--- src/rtl/cpu_axi_pkg.sv ---
// Shared types and constants for the CPU-to-AXI3 bridge and its helpers.
// Pure declarations: no timing and no flow control of its own.
package cpu_axi_pkg;

   typedef enum logic [2:0] {
      ST_IDLE,
      ST_RADDR,
      ST_RDATA,
      ST_WREQ,
      ST_WRESP
   } state_t;

   localparam logic [3:0] ID_INST = 4'd0;
   localparam logic [3:0] ID_DATA = 4'd1;

   localparam logic [1:0] SZ_B = 2'd0;
   localparam logic [1:0] SZ_H = 2'd1;
   localparam logic [1:0] SZ_W = 2'd2;

   localparam logic [1:0] INCR = 2'b01;

   // owner: 1 = data port, 0 = instruction port
   typedef struct packed {
      logic        owner;
      logic        wr;
      logic [1:0]  size;
      logic [31:0] addr;
      logic [31:0] wdata;
   } req_t;

endpackage

--- src/rtl/axi_wstrb_gen.sv ---
// Byte-lane strobe from access size and low address bits; purely combinational,
// zero latency, no flow control.
module axi_wstrb_gen
   import cpu_axi_pkg::*;
(
   input  logic [1:0] size,
   input  logic [1:0] addr_lo,
   output logic [3:0] wstrb
);

   always_comb begin
      wstrb = 4'b1111;
      case (size)
         SZ_B:    wstrb = 4'b0001 << addr_lo;
         SZ_H:    wstrb = addr_lo[1] ? 4'b1100 : 4'b0011;
         default: wstrb = 4'b1111;
      endcase
   end

endmodule

--- src/rtl/cpu_axi_bridge.sv ---
// Two sram-like CPU ports onto one AXI3 master, one transaction outstanding, data before fetch.
// Accept in IDLE only; read data_ok >= 2 cycles after addr_ok; AXI stalls hold the FSM in place.
module cpu_axi_bridge
   import cpu_axi_pkg::*;
#(
   parameter int ADDR_W = 32,
   parameter int DATA_W = 32
) (
   input  logic              clk,
   input  logic              resetn,

   input  logic              inst_req,
   input  logic [ADDR_W-1:0] inst_addr,
   output logic              inst_addr_ok,
   output logic              inst_data_ok,

   input  logic              data_req,
   input  logic              data_wr,
   input  logic [1:0]        data_size,
   input  logic [ADDR_W-1:0] data_addr,
   input  logic [DATA_W-1:0] data_wdata,
   output logic              data_addr_ok,
   output logic              data_data_ok,

   output logic [DATA_W-1:0] cpu_rdata,

   output logic [3:0]        arid,
   output logic [ADDR_W-1:0] araddr,
   output logic [2:0]        arsize,
   output logic              arvalid,
   input  logic              arready,

   input  logic [3:0]        rid,
   input  logic [DATA_W-1:0] rdata,
   input  logic              rvalid,
   output logic              rready,

   output logic [3:0]        awid,
   output logic [ADDR_W-1:0] awaddr,
   output logic [2:0]        awsize,
   output logic              awvalid,
   input  logic              awready,

   output logic [DATA_W-1:0] wdata,
   output logic [3:0]        wstrb,
   output logic              wvalid,
   input  logic              wready,

   input  logic              bvalid,
   output logic              bready
);

   state_t state_q, state_d;
   req_t   req_q, req_d;
   logic   aw_done_q, aw_done_d;
   logic   w_done_q, w_done_d;

   // Responses are matched by the single-outstanding rule, so rid carries no information.
   logic   unused_ok;
   assign  unused_ok = ^rid;

   always_comb begin
      state_d      = state_q;
      req_d        = req_q;
      aw_done_d    = aw_done_q;
      w_done_d     = w_done_q;
      inst_addr_ok = 1'b0;
      data_addr_ok = 1'b0;
      inst_data_ok = 1'b0;
      data_data_ok = 1'b0;
      arvalid      = 1'b0;
      rready       = 1'b0;
      awvalid      = 1'b0;
      wvalid       = 1'b0;
      bready       = 1'b0;

      case (state_q)
         ST_IDLE: begin
            if (resetn && data_req) begin
               data_addr_ok = 1'b1;
               req_d.owner  = 1'b1;
               req_d.wr     = data_wr;
               req_d.size   = data_size;
               req_d.addr   = data_addr;
               req_d.wdata  = data_wdata;
               aw_done_d    = 1'b0;
               w_done_d     = 1'b0;
               state_d      = data_wr ? ST_WREQ : ST_RADDR;
            end else if (resetn && inst_req) begin
               inst_addr_ok = 1'b1;
               req_d.owner  = 1'b0;
               req_d.wr     = 1'b0;
               req_d.size   = SZ_W;
               req_d.addr   = inst_addr;
               req_d.wdata  = '0;
               state_d      = ST_RADDR;
            end
         end
         ST_RADDR: begin
            arvalid = 1'b1;
            if (arready) state_d = ST_RDATA;
         end
         ST_RDATA: begin
            rready = 1'b1;
            if (rvalid) begin
               inst_data_ok = ~req_q.owner;
               data_data_ok = req_q.owner;
               state_d      = ST_IDLE;
            end
         end
         ST_WREQ: begin
            // AW and W complete independently; leave only once both beats are gone.
            awvalid   = ~aw_done_q;
            wvalid    = ~w_done_q;
            aw_done_d = aw_done_q | awready;
            w_done_d  = w_done_q | wready;
            if (aw_done_d && w_done_d) state_d = ST_WRESP;
         end
         ST_WRESP: begin
            bready = 1'b1;
            if (bvalid) begin
               data_data_ok = 1'b1;
               state_d      = ST_IDLE;
            end
         end
         default: state_d = ST_IDLE;
      endcase
   end

   always_ff @(posedge clk) begin
      if (!resetn) begin
         state_q   <= ST_IDLE;
         req_q     <= '0;
         aw_done_q <= 1'b0;
         w_done_q  <= 1'b0;
      end else begin
         state_q   <= state_d;
         req_q     <= req_d;
         aw_done_q <= aw_done_d;
         w_done_q  <= w_done_d;
      end
   end

   assign arid      = req_q.owner ? ID_DATA : ID_INST;
   assign araddr    = req_q.addr;
   assign arsize    = {1'b0, req_q.size};
   assign awid      = ID_DATA;
   assign awaddr    = req_q.addr;
   assign awsize    = {1'b0, req_q.size};
   assign wdata     = req_q.wdata;
   assign cpu_rdata = rdata;

   axi_wstrb_gen u_wstrb (
      .size    (req_q.size),
      .addr_lo (req_q.addr[1:0]),
      .wstrb   (wstrb)
   );

endmodule

--- config.mk ---
export PLATFORM = sky130hd
export DESIGN_NAME = cpu_axi_bridge
export DESIGN_NICKNAME = d
export VERILOG_FILES = /design/src/rtl/cpu_axi_pkg.sv /design/src/rtl/axi_wstrb_gen.sv /design/src/rtl/cpu_axi_bridge.sv
export SDC_FILE = /design/constraint.sdc
export NUM_CORES = 1
export LEC_CHECK = 0
export ABC_CLOCK_PERIOD_IN_PS = 1900
export BUFFER_PORTS_ARGS = -buffer_cell sky130_fd_sc_hd__buf_2
export CORE_AREA = 2 2 117 119
export DETAILED_ROUTE_END_ITERATION = 12
export DIE_AREA = 0 0 119 121
export PLACE_DENSITY_LB_ADDON = 0.05
export SYNTH_ARGS = -nofsm -noshare
export SYNTH_HDL_FRONTEND = slang
export SYNTH_SLANG_ARGS = --single-unit
export TNS_END_PERCENT = 100
--- constraint.sdc ---
create_clock -name clk -period 1.9 [get_ports clk]
set_input_delay 0.38 -clock clk [delete_from_list [all_inputs] [get_ports clk]]
set_output_delay 0.38 -clock clk [all_outputs]
set_load 0.02 [all_outputs]
# Yosys cells after proc, flatten, opt, wreduce, memory -nomap -nowiden
# Cells that the tools add are included.
[op_classes]
reduce_logical = 10
shift = 1
bitwise = 5
n_eq_ne = 11
muxes = 31
[ops]
columns = ["op", "count"]
rows = [
  ["$mux W68", 2],
  ["$mux W3", 6],
  ["$mux W1", 16],
  ["$pmux W3 S5", 1],
  ["$ne A2 B2 Y1 const B", 5],
  ["$pmux W4 S2", 1],
  ["$eq A3 B2 Y1 const B", 2],
  ["$pmux W1 S2", 3],
  ["$reduce_and A5 Y1", 1],
  ["$mux W4", 1],
  ["$reduce_and A2 Y1", 2],
  ["$reduce_bool A2 Y1", 2],
  ["$shl A1 B2 Y4 const A", 1],
  ["$eq A3 B1 Y1 const B", 1],
  ["$eq A3 B3 Y1 const B", 1],
  ["$logic_and A1 B1 Y1", 3],
  ["$logic_not A3 Y1", 1],
  ["$ne A3 B3 Y1 const B", 1],
  ["$not A1 Y1", 3],
  ["$eq A2 B1 Y1 const B", 1],
  ["$logic_not A2 Y1", 1],
  ["$mux W2", 1],
  ["$or A1 B1 Y1", 2],
]
[word_totals]
output_inout_bits = 155
register_bits = 72

# Logic depth before layout (Yosys ltp)
[logic_depth]
depth_word = 4
ltp_mapped = 6

# By module
# A second synthesis with hierarchy kept.
[unflattened]
cells_unflattened = 435
hier_area_um2 = 3801.1
[modules_own_cells]
columns = ["mod", "cells_per_inst", "instances", "area_per_inst_um2"]
rows = [
  ["cpu_axi_bridge", 428, 1, 3757.4],
  ["axi_wstrb_gen", 7, 1, 43.8],
]

# Least setup slack after synthesis
# OpenSTA, ideal clock, no wires.
[synth_timing]
path_type = "register to output"
from = "register state_q[0]"
to = "output inst_data_ok"
stages_incl_launch_ff = 5
arrival_ns = 1.566
setup_slack_ns = -0.046
t_required_ns = 1.520
path_cell_list = "dfxtp_1 clkbuf_1 nor3b_1 nand2_1 nor2_1"
[synth_via]
elab_chain_len = 2
[synth_lines]
columns = ["element", "line", "text"]
rows = [
  ["start: declaration", "cpu_axi_bridge.sv:53", "state_t state_q, state_d;"],
  ["start signal: assignment", "cpu_axi_bridge.sv:137", "state_q <= state_d;"],
  ["$eq A3 B2 Y1", "cpu_axi_bridge.sv:77", "case (state_q)"],
  ["$mux W1", "cpu_axi_bridge.sv:77", ""],
  ["end: declaration", "cpu_axi_bridge.sv:15", "output logic inst_data_ok,"],
]
# No other way between the ends.

# Worst setup path after layout
[layout_timing]
from = "register state_q[2]"
to = "output data_data_ok"
[layout_via]
elab_chain_len = 2
elab_cells_between_ends = 3
cone_classes = "eq/ne (2); mux (1)"
[layout_lines]
columns = ["element", "line", "text"]
rows = [
  ["$eq A3 B3 Y1 / $eq A3 B2 Y1 (equally long branches)", "cpu_axi_bridge.sv:77", ""],
  ["$pmux W1 S2 (*)", "cpu_axi_bridge.sv:77", ""],
  ["end: declaration", "cpu_axi_bridge.sv:23", "output logic data_data_ok,"],
]
# Every way passes the cells marked *; elsewhere a longest branch is shown, timed or not.

==> impl_metrics.json <==
{
  "syn_area_um2": 3800,
  "fin_worst_skew_ns": 0.00405,
  "hold_viol": 0,
  "cts_buffers": 9,
  "ys.warnings.count": 0,
  "drt-total-wl_mm": 11.4,
  "path_cells": "buf_4 -> nor3b_2 -> a32o_1 -> buf_2",
  "cp-start-kind": "register",
  "first_global_vias": 3336,
  "initial_core_util": 0.290,
  "overflow": 0,
  "startpoint": "state_q[2]",
  "clkSlewWorstSetupHoldPaths_ns": 0.06,
  "p_sw_frac": 0.321,
  "final_cell_mix": "buf_2 (219), dfxtp_1 (71), a21oi_1 (70), nand3_1 (33)",
  "postCtsHoldBufs": 0,
  "worst_ir_drop_vdd_mv": 0.333,
  "nets": 719,
  "cp-endpoint": "data_data_ok",
  "multi_input_area_um2": 1600,
  "crit_fanout": 8,
  "switchingPower_uw": 1450,
  "hold_path.class": "in2reg",
  "cp_slowest_cell": "dfxtp_1",
  "root_buffer": "clkbuf_16",
  "outcome": "finished, final reports clean",
  "chipHeight_um": 121,
  "arrival_ns": 1.44,
  "syn_avg_cell_area_um2": 8.74,
  "fin_crit_sh": 0.959,
  "pwr_density_cell_nw_per_um2": 936,
  "path_class": "reg2out",
  "drv_cap": 0,
  "placed_cells": 739,
  "cts_sinks": 72,
  "tightest_slew_ns": 0.675,
  "nFillCells": 1411,
  "grt_pass1_wl_mm": 17.3,
  "max_freq_mhz": 549,
  "synth.area.top_cells": "dfxtp_1 (38%), buf_4 (15%), a21oi_1 (9.2%)",
  "total_leakage_power_uw": 0.00236,
  "clockBufferDepth": 2,
  "synth_top_area_share": 0.379,
  "holdWs_ns": 0.306,
  "place_hpwl_mm": 8.15,
  "ys_async_sr_fraction": 0,
  "final_common_cell": "buf_2",
  "area.growth.synth_to_final_pct": 27.1,
  "synth-seq-cells": 72,
  "r2r-start": "state_q[2]",
  "coreArea_um2": 13100,
  "reg2reg_depth": 5,
  "p_seq_frac": 0.382,
  "vias_per_cell": 4.68,
  "vias": 3537,
  "p_comb_frac": 0.252,
  "synth-edff-count": 0,
  "instances_no_fill": 756,
  "slew_viol_final": 0,
  "synth_area_leader_cell": "dfxtp_1",
  "place_congestion": 0.763,
  "yosysUniqueCellTypes": 39,
  "ios": 299,
  "fp.dieArea_um2": 14400,
  "seq_area_frac_synth": 0.379,
  "min_period_ns": 1.82,
  "wl_per_cell_um": 15.0,
  "cp-end-kind": "primary output",
  "place.port_buffers": 221,
  "clkLatencyLatePin_ns": 0.33,
  "cp.required_ns": 1.52,
  "fp.dieW_um": 119,
  "rows": 42,
  "grt_start_max_net_pins": 45,
  "max_slew_margin": 0.550,
  "r2r-end": "arsize[1]",
  "drive_gt1_frac": 0.452,
  "antenna_found_initial": 1,
  "clock_power_share": 0.366,
  "drt_iter0_markers": 110,
  "cts_tree": "yes",
  "track_usage": 0.151,
  "total_power_uw": 4520,
  "first_pass_iters": 4,
  "setup_viol": 0,
  "drc": 0,
  "ff2ff_setup_slack_ns": 0.17,
  "h-tree-depth": 3,
  "diodes": 0,
  "syn_inst": 435,
  "seq_area_um2": 1440,
  "slowest_delay_ns": 0.39,
  "power.internal_uw": 3070,
  "synth_ff_type": "dfxtp_1",
  "ant_nets": 0
}
-- registers in the layout, indices dropped and copies added, names as in the netlist --
name	count
req_q	1
arsize	2
aw_done_q	1
araddr	32
w_done_q	1
state_q	3
wdata	32
-- synth_stat cells (2+ instances only) --
library cell	count
buf_1	2
mux2i_1	32
inv_1	4
a211oi_1	32
conb_1	2
clkbuf_1	23
buf_2	5
and3b_1	2
nand2b_1	2
buf_8	3
dfxtp_1	72
o21ai_1	10
o21ai_0	26
buf_4	76
a21o_1	2
nor3b_1	3
a21oi_1	70
nand3_1	33
buf_6	5
nor2_1	6
o21bai_1	2
nand2_1	6
-- kinds of logic after synthesis --
group	share of synthesized area
compound gates	0.225
buf+inv	0.213
flops	0.379
mux	0.0843
other cells	0.00198
simple gates	0.0964
-- area by class of cell --
type / count / area share
Multi-Input combinational cell: 251 / 0.331
Sequential cell: 72 / 0.299
Tap cell: 176 / 0.0456
Clock inverter: 6 / 0.0124
Timing Repair Buffer: 236 / 0.261
Inverter: 5 / 0.00389
Clock buffer: 10 / 0.0474
-- critical path, delay by kind of cell, from the launching register on --
kind	cells	cell delay (ns)
AND/OR/NAND/NOR	1	0.23
buffers and inverters	2	0.35
flip-flops	1	0.39
AO/OA/AOI/OAI	1	0.15
-- stage by stage --
stage	instance area [um2]	util	setup TNS, ns	worst slack [ns]
3_5_place_dp	4510	0.345	0	0.0467
3_3_place_gp	4510	0.345	0	0.0345
6_report	4830	0.369	0	0.0786
2_1_floorplan	3830	-	0	0.0749
5_1_grt	4830	0.369	-0.00575	-0.00575
4_1_cts	4800	0.367	0	0.00934
-- power groups by stage --
| stage | sequential [uW] | combinational (uW) | clock (uW) |
|---|---|---|---|
| finish | 1730 | 1140 | 1660 |
| global route | 1740 | 1240 | 1770 |
| CTS | 1730 | 1150 | 1710 |
| detailed placement | 1760 | 1150 | 0 |
| global placement | 1760 | 1150 | 0 |
| floorplan | 1880 | 801 | 0 |
-- routing by layer --
| layer | vias to the layer above | share of wire | GRT usage |
|---|---|---|---|
| met1 | 1612 | 0.42 | 0.185 |
| li1 | 1746 | - | - |
| met3 | 20 | 0.078 | 0.0395 |
| met5 | - | 0.0011 | 0 |
| met2 | 157 | 0.49 | 0.255 |
| met4 | 2 | 0.014 | 0.0580 |
-- how the worst min path moves through the flow --
stage / start / cells after the start / slack (ns) / endpoint
2_1_floorplan: w_done_q / 2 / 0.47 / w_done_q
3_3_place_gp: wdata[4] / 2 / 0.46 / wdata[4]
3_5_place_dp: wdata[6] / 2 / 0.46 / wdata[6]
4_1_cts: awready / 3 / 0.29 / aw_done_q
5_1_grt: awready / 3 / 0.31 / aw_done_q
6_report: awready / 3 / 0.31 / aw_done_q
-- what timing repair did --
item / in CTS / in global routing
setup endpoints to repair: 0 / 3
gates resized for setup: 0 / 5
setup buffers: 0 / 1
No activity file was read; power rests on OpenSTA's default activity.
